### config.mk
export PLATFORM = sky130hd
export DESIGN_NAME = mdu_iterative_flat
export DESIGN_NICKNAME = d
export VERILOG_FILES = /design/src/rtl/mdu_iterative_if.sv /design/src/rtl/mdu_iterative.sv /design/src/flat_wrapper.sv
export SDC_FILE = /design/constraint.sdc
export NUM_CORES = 1
export LEC_CHECK = 0
export BUFFER_PORTS_ARGS = -buffer_cell sky130_fd_sc_hd__clkbuf_2
export CORE_ASPECT_RATIO = 1.25
export CORE_MARGIN = 2
export CORE_UTILIZATION = 35
export CTS_CLUSTER_SIZE = 8
export DETAILED_ROUTE_END_ITERATION = 6
export GPL_ROUTABILITY_DRIVEN = 0
export PLACE_DENSITY_LB_ADDON = 0.2
export SETUP_SLACK_MARGIN = 0.3
export SLEW_MARGIN = 5
export SYNTH_ARGS = -nofsm -noshare
export SYNTH_HDL_FRONTEND = slang
export SYNTH_SLANG_ARGS = --single-unit
### constraint.sdc
create_clock -name clk -period 8.4 [get_ports clk]
set_input_delay 0.84 -clock clk [delete_from_list [all_inputs] [get_ports clk]]
set_output_delay 0.84 -clock clk [all_outputs]
set_load 0.02 [all_outputs]
### src/rtl/mdu_iterative_if.sv
// Request/response bundle between the execute stage and the iterative multiply/divide unit.
interface mdu_iterative_if #(
    parameter int XLEN = 32
);
    logic            start;
    logic [2:0]      F3;
    logic [XLEN-1:0] rs1;
    logic [XLEN-1:0] rs2;
    logic            busy;
    logic            done;
    logic [XLEN-1:0] result;

    modport master (
        output start, F3, rs1, rs2,
        input  busy, done, result
    );

    modport slave (
        input  start, F3, rs1, rs2,
        output busy, done, result
    );
endinterface

### src/rtl/mdu_iterative.sv
// Iterative RV32M multiply/divide: shift-add multiply and restoring divide on magnitudes,
// one bit per cycle, with sign fixup applied on the edge that enters DONE.
//
// state | meaning
// IDLE  | waiting for start
// RUN   | one multiply/divide iteration per cycle, busy high
// DONE  | one-cycle done pulse, result valid; a new start may be accepted
module mdu_iterative #(
    parameter int XLEN = 32
) (
    input  logic          clk,
    input  logic          rst,
    mdu_iterative_if.slave bus
);
    localparam int CNT_W = $clog2(XLEN + 1);

    typedef enum logic [1:0] {IDLE, RUN, DONE} state_t;

    state_t          state, state_nxt;
    logic [2:0]      op;
    logic            neg_res, neg_rem;
    logic [CNT_W-1:0] counter;
    logic [XLEN-1:0] hi, lo, opb;
    logic [XLEN-1:0] result;

    logic            accept, sa, sb, div_zero, div_ovf, special;
    logic [XLEN-1:0] abs_a, abs_b, special_res;
    logic [XLEN:0]   mul_sum, rem_sh, div_diff;
    logic [XLEN-1:0] hi_nxt, lo_nxt, final_res;
    logic [2*XLEN-1:0] prod, prod_f;
    logic [XLEN-1:0] quot_f, rem_f;

    assign accept = bus.start && (state != RUN);

    // Operand signedness per F3: rs1 signed for all but MULHU/DIVU/REMU, rs2 also unsigned for MULHSU.
    assign sa = bus.rs1[XLEN-1] && (bus.F3 inside {3'b000, 3'b001, 3'b010, 3'b100, 3'b110});
    assign sb = bus.rs2[XLEN-1] && (bus.F3 inside {3'b000, 3'b001, 3'b100, 3'b110});
    assign abs_a = sa ? -bus.rs1 : bus.rs1;
    assign abs_b = sb ? -bus.rs2 : bus.rs2;

    assign div_zero = bus.F3[2] && (bus.rs2 == '0);
    assign div_ovf  = (bus.F3 == 3'b100 || bus.F3 == 3'b110)
                      && (bus.rs1 == {1'b1, {(XLEN-1){1'b0}}}) && (bus.rs2 == '1);
    assign special  = div_zero || div_ovf;

    always_comb begin
        special_res = '0;
        if (div_zero)
            special_res = bus.F3[1] ? bus.rs1 : '1;
        else if (div_ovf)
            special_res = bus.F3[1] ? '0 : bus.rs1;
    end

    // hi holds the product upper half / partial remainder, lo the multiplier / quotient.
    assign mul_sum  = {1'b0, hi} + (lo[0] ? {1'b0, opb} : '0);
    assign rem_sh   = {hi, lo[XLEN-1]};
    assign div_diff = rem_sh - {1'b0, opb};

    always_comb begin
        hi_nxt = mul_sum[XLEN:1];
        lo_nxt = {mul_sum[0], lo[XLEN-1:1]};
        if (op[2]) begin
            if (!div_diff[XLEN]) begin
                hi_nxt = div_diff[XLEN-1:0];
                lo_nxt = {lo[XLEN-2:0], 1'b1};
            end else begin
                hi_nxt = rem_sh[XLEN-1:0];
                lo_nxt = {lo[XLEN-2:0], 1'b0};
            end
        end
    end

    assign prod   = {hi_nxt, lo_nxt};
    assign prod_f = neg_res ? -prod : prod;
    assign quot_f = neg_res ? -lo_nxt : lo_nxt;
    assign rem_f  = neg_rem ? -hi_nxt : hi_nxt;

    always_comb begin
        final_res = '0;
        case (op)
            3'b000:                 final_res = prod_f[XLEN-1:0];
            3'b001, 3'b010, 3'b011: final_res = prod_f[2*XLEN-1:XLEN];
            3'b100, 3'b101:         final_res = quot_f;
            default:                final_res = rem_f;
        endcase
    end

    always_ff @(posedge clk) begin
        if (!rst)
            state <= IDLE;
        else
            state <= state_nxt;
    end

    always_comb begin
        state_nxt = state;
        case (state)
            IDLE, DONE: begin
                if (bus.start)
                    state_nxt = special ? DONE : RUN;
                else
                    state_nxt = IDLE;
            end
            RUN: begin
                if (counter == CNT_W'(1))
                    state_nxt = DONE;
            end
            default: state_nxt = IDLE;
        endcase
    end

    always_ff @(posedge clk) begin
        if (!rst) begin
            op      <= '0;
            neg_res <= 1'b0;
            neg_rem <= 1'b0;
            counter <= '0;
            hi      <= '0;
            lo      <= '0;
            opb     <= '0;
            result  <= '0;
        end else if (accept) begin
            op      <= bus.F3;
            neg_res <= sa ^ sb;
            neg_rem <= sa;
            counter <= CNT_W'(XLEN);
            hi      <= '0;
            lo      <= bus.F3[2] ? abs_a : abs_b;
            opb     <= bus.F3[2] ? abs_b : abs_a;
            if (special)
                result <= special_res;
        end else if (state == RUN) begin
            hi      <= hi_nxt;
            lo      <= lo_nxt;
            counter <= counter - CNT_W'(1);
            if (counter == CNT_W'(1))
                result <= final_res;
        end
    end

    assign bus.busy   = (state == RUN);
    assign bus.done   = (state == DONE);
    assign bus.result = result;
endmodule

### src/flat_wrapper.sv
// flat-port wrapper written by rule: the top's interface ports become plain ports
module mdu_iterative_flat 
#(
    parameter int XLEN = 32
)
  (clk, rst, bus_start, bus_F3, bus_rs1, bus_rs2, bus_busy, bus_done, bus_result);
  mdu_iterative_if #(.XLEN(XLEN)) bus_i ();
  input  logic clk;
  input  logic rst;
  input wire logic [$bits(bus_i.start)-1:0] bus_start;
  input wire logic [$bits(bus_i.F3)-1:0] bus_F3;
  input wire logic [$bits(bus_i.rs1)-1:0] bus_rs1;
  input wire logic [$bits(bus_i.rs2)-1:0] bus_rs2;
  output wire logic [$bits(bus_i.busy)-1:0] bus_busy;
  output wire logic [$bits(bus_i.done)-1:0] bus_done;
  output wire logic [$bits(bus_i.result)-1:0] bus_result;
  assign bus_i.start = bus_start;
  assign bus_i.F3 = bus_F3;
  assign bus_i.rs1 = bus_rs1;
  assign bus_i.rs2 = bus_rs2;
  assign bus_busy = bus_i.busy;
  assign bus_done = bus_i.done;
  assign bus_result = bus_i.result;
  mdu_iterative #(.XLEN(XLEN)) u_core (.clk(clk), .rst(rst), .bus(bus_i));
endmodule
After elaboration in Yosys (flattened, before gate mapping)
Index checks and enable logic that the tools add are counted.
{"block": "word_totals", "ramBits": 0, "in_bits": 70, "mem_bits_ro": 0, "reg_bits": 141, "mem_count": 0, "elab_cells": 87, "out_inout_bits": 34, "latchBits": 0}
{"block": "classes", "n_reduce_logical": 21, "n_mul": 0, "n_eq_ne": 17, "magnitude_cmp": 0, "addsub": 8, "bitwise_logic": 2, "n_shift": 0, "muxes": 29, "n_div": 0}
{"cell": "$mux W32", "n": 20}
{"cell": "$neg A32 Y32", "n": 4}
{"cell": "$pmux W32 S3", "n": 1}
{"cell": "$eq A32 B32 Y1 const B", "n": 2}
{"cell": "$mux W64", "n": 1}
{"cell": "$neg A64 Y64", "n": 1}
{"cell": "$add A32 B33 Y33", "n": 1}
{"cell": "$sub A33 B32 Y33", "n": 1}
{"cell": "$logic_not A32 Y1", "n": 1}
{"cell": "$eq A3 B3 Y1 const B", "n": 4}
{"cell": "$mux W6", "n": 2}
{"cell": "$eq A3 B2 Y1 const B", "n": 3}
{"cell": "$eq A3 B1 Y1 const B", "n": 2}
{"cell": "$eq A6 B1 Y1 const B", "n": 1}
{"cell": "$logic_and A1 B1 Y1", "n": 6}
{"cell": "$logic_not A3 Y1", "n": 2}
{"cell": "$mux W2", "n": 3}
{"cell": "$reduce_or A2 Y1", "n": 3}
{"cell": "$sub A6 B1 Y6 const B", "n": 1}
{"cell": "$reduce_bool A5 Y1", "n": 1}
{"cell": "$ne A2 B1 Y1 const B", "n": 2}
{"cell": "$pmux W2 S2", "n": 1}
{"cell": "$reduce_bool A2 Y1", "n": 2}
{"cell": "$reduce_bool A4 Y1", "n": 1}
{"cell": "other kinds (10)", "n": 11}

Logic depth before layout (Yosys ltp)
Gate-level depths: netlist (run 1).
{"block": "logic_depth", "ltp_word": 9, "mapped_depth": 24, "depth_no_buf": 21}

Worst setup path after synthesis (run 1)
Ideal clock, no wire load.
{"block": "synth_timing", "path_kind": "register to register", "start": "reg u_core.op[2]", "end": "reg u_core.result[28], in the netlist u_core.bus.result[28]", "slack_ps": 3292, "stages_incl_launch_ff": 20, "t_required_ps": 8269, "setup_ps": 131, "synth_period_minus_slack_ps": 5108, "arrival_ps": 4977, "path_buffers": 10, "path_cell_list": "dfxtp_1 > buf_2 > buf_2 > buf_2 > buf_2 > buf_2 > buf_2 > buf_1 > buf_2 > buf_1 > buf_2 > mux2i_1 > ha_1 > nand3_1 > nor4_1 > nand3_1 > o41ai_1 > xor2_1 > a221oi_1 > o22ai_1"}
{"block": "synth_via", "elab_chain_len": 7, "elab_cells_between_ends": 20, "cone_classes": "3 x add/sub; 5 x eq/ne; 9 x mux; 3 x reduce/logical"}
{"element": "start: declaration", "line_no": "mdu_iterative.sv:20", "source": "logic [2:0] op;"}
{"element": "start signal: assignment", "line_no": "mdu_iterative.sv:123", "source": "op <= bus.F3;"}
{"element": "$mux W32", "line_no": "mdu_iterative.sv:62", "source": "if (op[2]) begin"}
{"element": "$neg A64 Y64, or another cell as far along", "line_no": "mdu_iterative.sv:74", "source": "assign prod_f = neg_res ? -prod : prod;"}
{"element": "$mux W64, or another cell as far along", "line_no": "mdu_iterative.sv:74"}
{"element": "$pmux W32 S3 *", "line_no": "mdu_iterative.sv:80", "source": "case (op)"}
{"element": "$mux W32 *", "line_no": "mdu_iterative.sv:136", "source": "if (counter == CNT_W'(1))"}
{"element": "$mux W32 *", "line_no": "mdu_iterative.sv:132", "source": "end else if (state == RUN) begin"}
{"element": "$mux W32 *", "line_no": "mdu_iterative.sv:122", "source": "end else if (accept) begin"}
{"element": "end signal: assignment", "line_no": "mdu_iterative.sv:131", "source": "result <= special_res;"}
{"element": "end signal: assignment", "line_no": "mdu_iterative.sv:137", "source": "result <= final_res;"}
{"element": "end: declaration", "line_no": "mdu_iterative.sv:24", "source": "logic [XLEN-1:0] result;"}
Every way passes the cells marked *; elsewhere a longest branch is shown, timed or not. The select of a mux whose other input is x is not followed.
A chain may end at the register's enable or synchronous reset.

Final worst setup path (run 1)
{"block": "layout_timing", "start": "reg u_core.lo[31]", "end": "reg u_core.result[16], in the netlist u_core.bus.result[16]"}
{"block": "layout_via", "elab_chain_len": 9, "elab_cells_between_ends": 15, "cone_classes": "4 x add/sub; 11 x mux"}
{"element": "start: declaration", "line_no": "mdu_iterative.sv:23", "source": "logic [XLEN-1:0] hi, lo, opb;"}
{"element": "start signal: assignment", "line_no": "mdu_iterative.sv:128", "source": "lo <= bus.F3[2] ? abs_a : abs_b;"}
{"element": "start signal: assignment", "line_no": "mdu_iterative.sv:134", "source": "lo <= lo_nxt;"}
{"element": "$sub A33 B32 Y33", "line_no": "mdu_iterative.sv:57", "source": "assign div_diff = rem_sh - {1'b0, opb};"}
{"element": "$mux W1 / $mux W32 (equally long branches)", "line_no": "mdu_iterative.sv:63", "source": "if (!div_diff[XLEN]) begin"}
{"element": "$mux W32", "line_no": "mdu_iterative.sv:62"}
{"element": "$neg A64 Y64, or another cell as far along", "line_no": "mdu_iterative.sv:74"}
{"element": "$mux W64, or another cell as far along", "line_no": "mdu_iterative.sv:74"}
{"element": "$pmux W32 S3 *", "line_no": "mdu_iterative.sv:80"}
{"element": "$mux W32 *", "line_no": "mdu_iterative.sv:136"}
{"element": "$mux W32 *", "line_no": "mdu_iterative.sv:132"}
{"element": "$mux W32 *", "line_no": "mdu_iterative.sv:122"}
Marks and branches as above.

==> results of run 1 <==
logic make-up (layout without fill, tap and decap cells):
| family | Yosys count | count (layout) | synth area share (%) |
|---|---|---|---|
| buffers and inverters | 232 | 243 | 5.88 |
| muxes | 49 | 49 | 3.19 |
| and+or+nand+nor | 843 | 843 | 25.3 |
| xor gates and xnor gates | 173 | 173 | 9.64 |
| adders and majority gates | 73 | 73 | 5.91 |
| AOI/OAI and AO/OA | 774 | 774 | 32.1 |
| DFF | 141 | 141 | 18.0 |
synth_stat cells (all sizes together), types with 5 or more instances:
master	count	area, µm²
nand2	286	1070
a21oi	225	1140
nor2	222	841
o21ai	173	866
dfxtp	141	2820
clkbuf	109	409
xnor2	100	876
a211oi	96	721
inv	79	297
xor2	73	639
ha	71	888
nor3	67	335
and2	52	325
nand3	48	250
o211ai	43	337
buf	42	211
mux2i	40	400
nand4	29	188
a31oi	28	196
o31ai	28	229
nand2b	26	170
a21o	25	188
nor2b	22	138
nor4	21	144
a221oi	15	138
o22ai	15	93.8
or3	14	87.6
and3	13	81.3
o21bai	13	97.6
a311oi	12	118
o221ai	12	105
a21boi	9	67.6
mux2	9	101
o41ai	9	78.8
or4	9	71.3
nor3b	8	60.1
o21a	8	60.1
o221a	8	90.1
or2	8	50.1
a211o	6	52.6
o211a	6	60.1
and4	5	46.3
nor4b	5	50.0
per-stage QoR:
stage,std cells,total power [mW],hold WS [ns]
3_3_place_gp,2836,2.03,0.447
2_1_floorplan,2285,1.65,0.440
3_5_place_dp,2836,2.04,0.460
6_report,2868,2.86,0.469
4_1_cts,2868,2.83,0.470
5_1_grt,2868,2.98,0.486
layer usage:
metal | vias up | routed length [µm] | GRT usage [%]
li1 | 8339 | - | -
met1 | 8264 | 26600 | 33.1
met4 | 0 | 5410 | 20.6
met2 | 830 | 31500 | 48.0
met5 | - | 0 | 0
met3 | 232 | 4840 | 4.22
registers in the layout (all words and copies together), names as in the netlist:
register and cells:
u_core.bus.result 32, u_core.hi 32, u_core.lo 32, u_core.opb 32
u_core.counter 6, u_core.op 3, u_core.state 2, u_core.neg_rem 1
u_core.neg_res 1
cell type report:
| type | instances | share of cell area (%) |
|---|---|---|
| Clock buffer | 20 | 2.79 |
| Clock inverter | 12 | 0.707 |
| Inverter | 81 | 1.77 |
| Multi-Input combinational cell | 1912 | 69.9 |
| Sequential cell | 141 | 16.5 |
| Tap cell | 572 | 4.17 |
| Timing Repair Buffer | 130 | 4.20 |
power groups by stage:
stage | Sequential, mW | Combinational [mW] | Clock [mW]
global placement | 0.789 | 1.24 | 0
CTS | 0.775 | 1.25 | 0.802
detailed placement | 0.790 | 1.25 | 0
floorplan | 0.760 | 0.886 | 0
finish | 0.778 | 1.29 | 0.795
global route | 0.783 | 1.38 | 0.824
critical path: stages, from the launching register on:
cell and delay [ns]:
dfxtp_1 0.55, inv_1 0.13, ha_1 0.23, fa_1 0.40, nand2b_1 0.19, a21oi_1 0.32, o21a_1 0.33, o211ai_4 0.15
nand4_1 0.46, buf_4 0.28, nand3_1 0.12, a31oi_2 0.47, ha_1 0.29, nand2_1 0.07, nor2_1 0.08, o21ai_1 0.26
nor4_2 0.58, nand3_1 0.38, o31ai_1 0.35, mux2i_1 0.12, a221oi_1 0.46, o221a_2 0.27
worst max-delay path by stage:
stage                          startpoint                            endpoint  slack, ns  cells after the start
2_1_floorplan   u_core.op[2]$_SDFFE_PN0P_  u_core.bus.result[28]$_SDFFE_PN0P_       3.29                     19
3_3_place_gp   u_core.lo[31]$_SDFFE_PN0P_  u_core.bus.result[16]$_SDFFE_PN0P_       2.19                     21
3_5_place_dp   u_core.lo[31]$_SDFFE_PN0P_  u_core.bus.result[16]$_SDFFE_PN0P_       2.08                     21
4_1_cts        u_core.lo[31]$_SDFFE_PN0P_  u_core.bus.result[16]$_SDFFE_PN0P_       2.02                     21
5_1_grt        u_core.lo[31]$_SDFFE_PN0P_  u_core.bus.result[16]$_SDFFE_PN0P_       1.55                     21
6_report       u_core.lo[31]$_SDFFE_PN0P_  u_core.bus.result[16]$_SDFFE_PN0P_       1.83                     21
==> reports/summary.txt, run 1 <==
Internal power: 1.58 mW
Post-synthesis register bit count: 141
Detailed Route WL: 68400 µm
Most frequent cells in the layout: nand2_1, a21oi_1, nor2_1
Gate power share: 45.0%
R2R depth: 21
Clk slew on worst S/H paths: 0.07 ns
Hold Path Origin: u_core.bus.result[0]$_SDFFE_PN0P_
HP Class: reg2reg
Crit path max fanout: 11
EDFF count, synth: 0
Synthesized area: 15700 µm²
Pleak: 6.55 nW
Part of the power in the clock network: 27.8%
FF-to-FF End: u_core.bus.result[16]$_SDFFE_PN0P_
Die Span X: 194 µm
Final core occ: 38.8%
# fillers: 4692
Yosys warns: 0
DR WL/cell: 23.8 µm
Final setup TNS: 0 ns
Layout cells sized above 1: 9.36%
Max Cap Violations: 0
Final setup margin: 1.83 ns
Clock Tree Buf Depth: 2
Final setup fails: 0
Worst IR drop on VDD: 86.4 µV
Distinct cells, synth: 98
Nets: 2426
Hold path cells: 2
Critical Path End Type: register
Unrepaired setup endpoints after global routing: false
Clk_lat worst skew: 0.46 ns
Maximum number of pins on one net before global-route repair: 121
# resized after CTS: 0
Final hold vios: 0
Total nets after synthesis: 2428
Register share of total power: 27.2%
Core Area: 44200 µm²
First-pass GRT wire length: 102000 µm
Startpoint class of the critical path: register
DIE AREA: 46600 µm²
Clock Tree Root: clkbuf_16
Port Buffers: 103
Power Dens Cells: 167 nW/µm²
Vias: 17700
Placement Cell Area: 16600 µm²
Clk sinks: 141
Vias in the first global route: 16500
Commonest non-fill, non-tap cell in the layout: nand2_1
Vias per cell: 6.16
Global route total overflow: 0
Fmax: 152 MHz
R2r setup slk: 1.83 ns
# IOs: 104
Avg Inst Size Synth: 6.88 µm²
DRT iter0 DRCs: 1497
Total GRT Usage: 28.4%
Hold Buf Count CTS: 0
Initial DRT Pass Iterations: 6
# DRC: 0
Multi-input logic area: 12000 µm²
Antenna cells: 0
Async set or reset register ratio after synthesis: 0%
Crit Path Class: reg2reg
Worst reg2reg path startpoint: u_core.lo[31]$_SDFFE_PN0P_
Post-route ant nets: 0
Status: completed
Net switching power figure: 1.28 mW
Min Tclk post-route: 6.57 ns
Sw Ratio: 44.8%
TritonCTS clock tree: yes
Seq/Total Area, Yosys: 18.0%
H-tree lvl count: 4
Initial antenna violation count: 1
TritonCTS buffer count: 17
Post-CTS Setup Bufs: 0
WP data arrival: 6.97 ns
Rel. slew slack: 21.2%
Storage element area: 2830 µm²
Finished Cell Area: 17200 µm²
Worst-margin pin slew: 1.18 ns
Post-Synthesis Cells: 2285
Area grow syn2layout: 9.17%
Worst clock skew: 0.0128 ns
Ys flop type: dfxtp_1
Worst path required time: 8.80 ns
Die Span Y: 241 µm
Hold Path End: u_core.bus.result[0]$_SDFFE_PN0P_
Pins Over Slew Limit: 0
Tcrit/Tclk final: 78.2%
DP HPWL: 53100 µm
Initial Util: 35.5%
Std-Cell Rows: 86
Dpl ws: 2.08 ns
Power figures use the tool's default switching activity.
==> inputs of run 2 (changes only) <==
--- a/config.mk
+++ b/config.mk
@@ -5,6 +5,7 @@
 export SDC_FILE = /design/constraint.sdc
 export NUM_CORES = 1
 export LEC_CHECK = 0
+export ABC_AREA = 1
 export BUFFER_PORTS_ARGS = -buffer_cell sky130_fd_sc_hd__clkbuf_2
 export CORE_ASPECT_RATIO = 1.25
 export CORE_MARGIN = 2
==> constraint.sdc (replaced) <==
create_clock -name clk -period 5.4 [get_ports clk]
set_input_delay 0.54 -clock clk [delete_from_list [all_inputs] [get_ports clk]]
set_output_delay 0.54 -clock clk [all_outputs]
set_load 0.02 [all_outputs]
==> run 2 against run 1 <==
  * Combinational power grew 130%
  * Sequential share of layout area decreased by 2.1 points
  * Cell area rose by 15%
  * Utilization up 0.18 points
  * Die area rose by 14%
  * Register-to-register slack worse by 1.0 ns
  * Hold slack worse by 0.10 ns
  * Wire length increased by 24%
  * First-iteration DRC count increased by 41%
  * Flip-flop and latch count did not move
  * Highest routed layer is now met5
==> reports/summary.txt, run 2 <==
Total GRT Usage: 31.9%
FF-to-FF End: u_core.bus.result[26]$_SDFFE_PN0P_
WP data arrival: 4.99 ns
Startpoint class of the critical path: register
Std-Cell Rows: 92
Hold path cells: 3
Total nets after synthesis: 3396
HP Class: in2reg
Ys flop type: dfxtp_1
Seq/Total Area, Yosys: 15.8%
Die Span Y: 257 µm
Synth top area cells: nand2_1, dfxtp_1, inv_1
Finished Cell Area: 19700 µm²
Rel. slew slack: 32.7%
Vias per cell: 5.48
Most frequent cells in the layout: nand2_1, inv_1, nor2_1
Worst clock skew: 0.0191 ns
Worst reg2reg path startpoint: u_core.lo[31]$_SDFFE_PN0P_
Initial Util: 35.4%
Crit path max fanout: 10
Pleak: 10.2 nW
# IOs: 104
Vias: 21800
R2r setup slk: 0.79 ns
Largest delay share family, worst path: simple AND/OR/NAND/NOR gates
Post-Synthesis Cells: 3253
DP HPWL: 68500 µm
Die Span X: 206 µm
Top cell type's share of synthesized area: 18.9%
Min Tclk post-route: 4.61 ns
Clk_lat worst skew: 0.47 ns
Detailed Route WL: 84700 µm
Clock Tree Root: clkbuf_16
Worst-margin pin slew: 0.999 ns
Clk sinks: 141
EDFF count, synth: 0
PnR Total Power: 5.42 mW
Storage element area: 2830 µm²
DIE AREA: 53000 µm²
Maximum number of pins on one net before global-route repair: 69
Core Area: 50500 µm²
Status: completed
Stages on worst setup path: 35
Initial antenna violation count: 3
Crit Path Class: reg2reg
Max incr delay on CP: 0.42 ns
Distinct cells, synth: 63
Final hold vios: 0
First-pass GRT wire length: 126000 µm
Layout cells sized above 1: 9.61%
# DRC: 0
Global route total overflow: 0
Worst path bufs/invs: 6
Unrepaired setup endpoints after global routing: false
Final core occ: 39.0%
Avg Inst Size Synth: 5.50 µm²
Initial DRT Pass Iterations: 6
Final setup margin: 0.794 ns
# fillers: 5744
Crit path from: u_core.lo[31]$_SDFFE_PN0P_
Pins Over Slew Limit: 0
Post-synthesis register bit count: 141
H-tree lvl count: 4
Async set or reset register ratio after synthesis: 0%
Worst path required time: 5.79 ns
Port Buffers: 103
Count leader, synth: nand2_1
TritonCTS buffer count: 17
Setup crit end: u_core.bus.result[26]$_SDFFE_PN0P_
Fmax: 217 MHz
Commonest non-fill, non-tap cell in the layout: nand2_1
Dpl ws: 0.805 ns
Clock Tree Buf Depth: 2
Area grow syn2layout: 10.1%
Vias in the first global route: 20600
TritonCTS clock tree: yes
Nets: 3450
Power Dens Cells: 275 nW/µm²
Final setup TNS: 0 ns
Worst IR drop on VDD: 225 µV
Post-route ant nets: 0
Placement Cell Area: 19100 µm²
Tcrit/Tclk final: 85.3%
Final setup fails: 0
Max Cap Violations: 0
Yosys warns: 0
DRT iter0 DRCs: 2112
DR WL/cell: 21.3 µm
Most frequent cells after synthesis: nand2_1, inv_1, nor2_1
Synthesized area: 17900 µm²
Post-synth top area cell: nand2_1
Clk slew on worst S/H paths: 0.08 ns
Slowest CP cell: fa_1
R2R depth: 35
Multi-input logic area: 12500 µm²
Critical Path End Type: register
## run 2: cell count changes in the layout (fill, tap and decap cells not counted), sizes merged, moves of 49 or more
cell / delta
nand2: +667
xnor2: -79
nor2: +102
nand3: +195
o21ai: +95
inv: +474
a211oi: -95
and2: -49
## run 2: how the worst min path moves through the flow
stage,to,start
detailed placement,u_core.bus.result[9]$_SDFFE_PN0P_,u_core.bus.result[9]$_SDFFE_PN0P_
floorplan,u_core.op[0]$_SDFFE_PN0P_,u_core.op[0]$_SDFFE_PN0P_
global route,u_core.state[0]$_SDFFE_PN0P_,bus_start
global placement,u_core.bus.result[24]$_SDFFE_PN0P_,u_core.bus.result[24]$_SDFFE_PN0P_
finish,u_core.state[0]$_SDFFE_PN0P_,bus_start
CTS,u_core.state[0]$_SDFFE_PN0P_,bus_start
## run 2: metrics by stage
stage / hold slack (ns) / instances
final: 0.370 / 3979
after global routing: 0.385 / 3978
after CTS: 0.354 / 3977
after detailed placement: 0.458 / 3945
after global placement: 0.455 / 3945
after floorplan: 0.429 / 3253
## run 2: cell type report
| cell class | count | area share (%) |
|---|---|---|
| antenna | 1 | 0.0127 |
| clock buffer | 17 | 2.16 |
| clock inverter | 15 | 0.832 |
| inverter | 556 | 10.6 |
| multi-input combinational | 2440 | 63.4 |
| sequential | 141 | 14.4 |
| tap | 658 | 4.18 |
| timing repair buffer | 151 | 4.45 |
## run 2: cells by family after synthesis
group | Yosys count | share of synthesized area (%)
AND/OR/NAND/NOR | 1657 | 40.4
XOR/XNOR | 94 | 4.60
flip-flops | 141 | 15.8
buffers and inverters | 672 | 14.6
AO/OA/AOI/OAI | 616 | 19.4
adder cells (fa/ha/maj) | 73 | 5.19
## run 2: repair_timing
| action | CTS | global route |
|---|---|---|
| setup buffers | 0 | 1 |
| endpoints found under the setup margin | 0 | 6 |
| hold buffers | 0 | 0 |
| resized for setup | 0 | 2 |
## run 2: tightest hold or removal path, cell delays in order
cell	delay, ns
clkbuf_2	0.11
nand3_1	0.08
a21oi_1	0.05
## run 2: layer usage
layer | global-route usage, % | part of all wire, %
met1 | 37.0 | 38
met3 | 4.69 | 7.5
met2 | 50.9 | 44
met5 | 0 | 0.040
met4 | 27.3 | 10
## run 2: report_power, final
group	internal (mW)	switching, mW	leakage [nW]
clock	0.662	0.594	0.295
sequential	1.13	0.0968	1.16
combinational	0.819	2.12	8.77
==> inputs of run 3 (changes only) <==
--- a/config.mk
+++ b/config.mk
@@ -8,11 +8,12 @@
 export ABC_AREA = 1
 export BUFFER_PORTS_ARGS = -buffer_cell sky130_fd_sc_hd__clkbuf_2
 export CORE_ASPECT_RATIO = 1.25
-export CORE_MARGIN = 2
+export CORE_MARGIN = 1
 export CORE_UTILIZATION = 35
 export CTS_CLUSTER_SIZE = 8
 export DETAILED_ROUTE_END_ITERATION = 6
 export GPL_ROUTABILITY_DRIVEN = 0
+export MAX_ROUTING_LAYER = met4
 export PLACE_DENSITY_LB_ADDON = 0.2
 export SETUP_SLACK_MARGIN = 0.3
 export SLEW_MARGIN = 5
==> run 3 against run 2 <==
  * Clock power about the same
  * Sequential share of layout area about the same
  * Wire length fell by 0.13%
  * Combinational power hardly changed
  * Largest power group unchanged
==> reports/summary.txt, run 3 (synthesis results as in run 2) <==
Status: completed
Tcrit/Tclk final: 85.4%
Clk slew on worst S/H paths: 0.07 ns
Fmax: 217 MHz
Initial DRT Pass Iterations: 6
PnR Total Power: 5.40 mW
Layout cells sized above 1: 9.69%
Post-Route M1 WL: 33000 µm
Final setup fails: 0
WP data arrival: 5.00 ns
Finished Cell Area: 19700 µm²
Worst path required time: 5.79 ns
Core Area: 50400 µm²
Vias in the first global route: 20000
Largest delay share family, worst path: simple AND/OR/NAND/NOR gates
Total GRT Usage: 33.5%
Critical Path End Type: register
Maximum number of pins on one net before global-route repair: 70
First-pass GRT wire length: 125000 µm
Rel. slew slack: 21.9%
Clock Tree Buf Depth: 2
TritonCTS buffer count: 17
Max incr delay on CP: 0.42 ns
Final hold vios: 0
Startpoint class of the critical path: register
Worst-margin pin slew: 1.16 ns
Crit Path Class: reg2reg
# IOs: 104
Die Span X: 204 µm
Unrepaired setup endpoints after global routing: false
Vias per cell: 5.40
DIE AREA: 52000 µm²
Clk sinks: 141
Worst IR drop on VDD: 180 µV
# DRC: 0
Min Tclk post-route: 4.61 ns
Most frequent cells in the layout: nand2_1, inv_1, nor2_1
DRT iter0 DRCs: 2393
Nets: 3453
Final setup TNS: 0 ns
Clock Tree Root: clkbuf_16
Commonest non-fill, non-tap cell in the layout: nand2_1
Detailed Route WL: 84600 µm
Crit path max fanout: 10
Dpl ws: 0.802 ns
Clk_lat worst skew: 0.47 ns
Placement Cell Area: 19100 µm²
Power Dens Cells: 274 nW/µm²
TritonCTS clock tree: yes
Final setup margin: 0.789 ns
Pleak: 10.2 nW
Worst clock skew: 0.0208 ns
Port Buffers: 103
Vias: 21500
Die Span Y: 255 µm
Std-Cell Rows: 92
H-tree lvl count: 4
Post-route ant nets: 0
Area grow syn2layout: 10.1%
Routed wl met3: 5750 µm
DR WL/cell: 21.2 µm
Initial Util: 35.5%
Global route total overflow: 0
Max layer used: met4
Slowest CP cell: fa_1
Worst path bufs/invs: 6
DR WL met2: 37300 µm
Max Cap Violations: 0
HP Class: in2reg
DP HPWL: 68100 µm
Hold Buf Count CTS: 0
Initial antenna violation count: 1
Pins Over Slew Limit: 0
## run 3: cell types whose count changed in the layout (fill, tap and decap cells not counted)
cell / change
clkinv_4: +4
buf_4: +3
inv_8: -3
clkbuf_8: +2
inv_6: -2
bufinv_16: -1
clkinv_2: -1
clkinvlp_4: +1
nand3_2: +1
nand3_4: -1
## run 3: worst min-delay path: cells and delay by family
family / cells / cell delay, ns
AOI/OAI and AO/OA: 1 / 0.05
and+or+nand+nor: 1 / 0.08
buffers and inverters: 1 / 0.11
## run 3: per-stage QoR
stage               cells  utilization, %  hold slack (ns)
finish               3982            39.1            0.368
global route         3982            39.1            0.385
CTS                  3980            39.0            0.359
detailed placement   3948            37.9            0.454
global placement     3948            37.9            0.449
floorplan            3253               -            0.429
## run 3: cell type report
cell class | count | area (µm²)
Fill cell | 5796 | 30700
Tap cell | 658 | 823
Inverter | 556 | 2090
Sequential cell | 141 | 2830
Clock inverter | 13 | 120
Clock buffer | 19 | 453
Multi-Input combinational cell | 2440 | 12500
Antenna cell | 1 | 2.50
Timing Repair Buffer | 154 | 898
## run 3: worst paths after layout
kind                                      start                            endpoint  slack, ns  cells past startpoint
max                  u_core.lo[31]$_SDFFE_PN0P_  u_core.bus.result[26]$_SDFFE_PN0P_       0.79                     35
min                                   bus_start        u_core.state[0]$_SDFFE_PN0P_       0.37                      3
max reg2reg          u_core.lo[31]$_SDFFE_PN0P_  u_core.bus.result[26]$_SDFFE_PN0P_       0.79                     35
min reg2reg  u_core.bus.result[21]$_SDFFE_PN0P_  u_core.bus.result[21]$_SDFFE_PN0P_       0.47                      2
## run 3: routing by layer
layer / GRT usage [%] / vias up
li1: - / 10600
met1: 38.2 / 9620
met2: 52.0 / 1000
met3: 4.37 / 320
met4: 28.5 / 0
met5: - / -
## run 3: power breakdown
group	internal (mW)	total, mW	switching (mW)
Combinational	0.821	2.94	2.12
Sequential	1.13	1.22	0.0957
Clock	0.632	1.23	0.599
Total	2.58	5.40	2.82
## run 3: repair_timing
item,4_1_cts,5_1_grt
endpoints found under the setup margin,0,6
resized for setup,0,1
buffers inserted,0,1
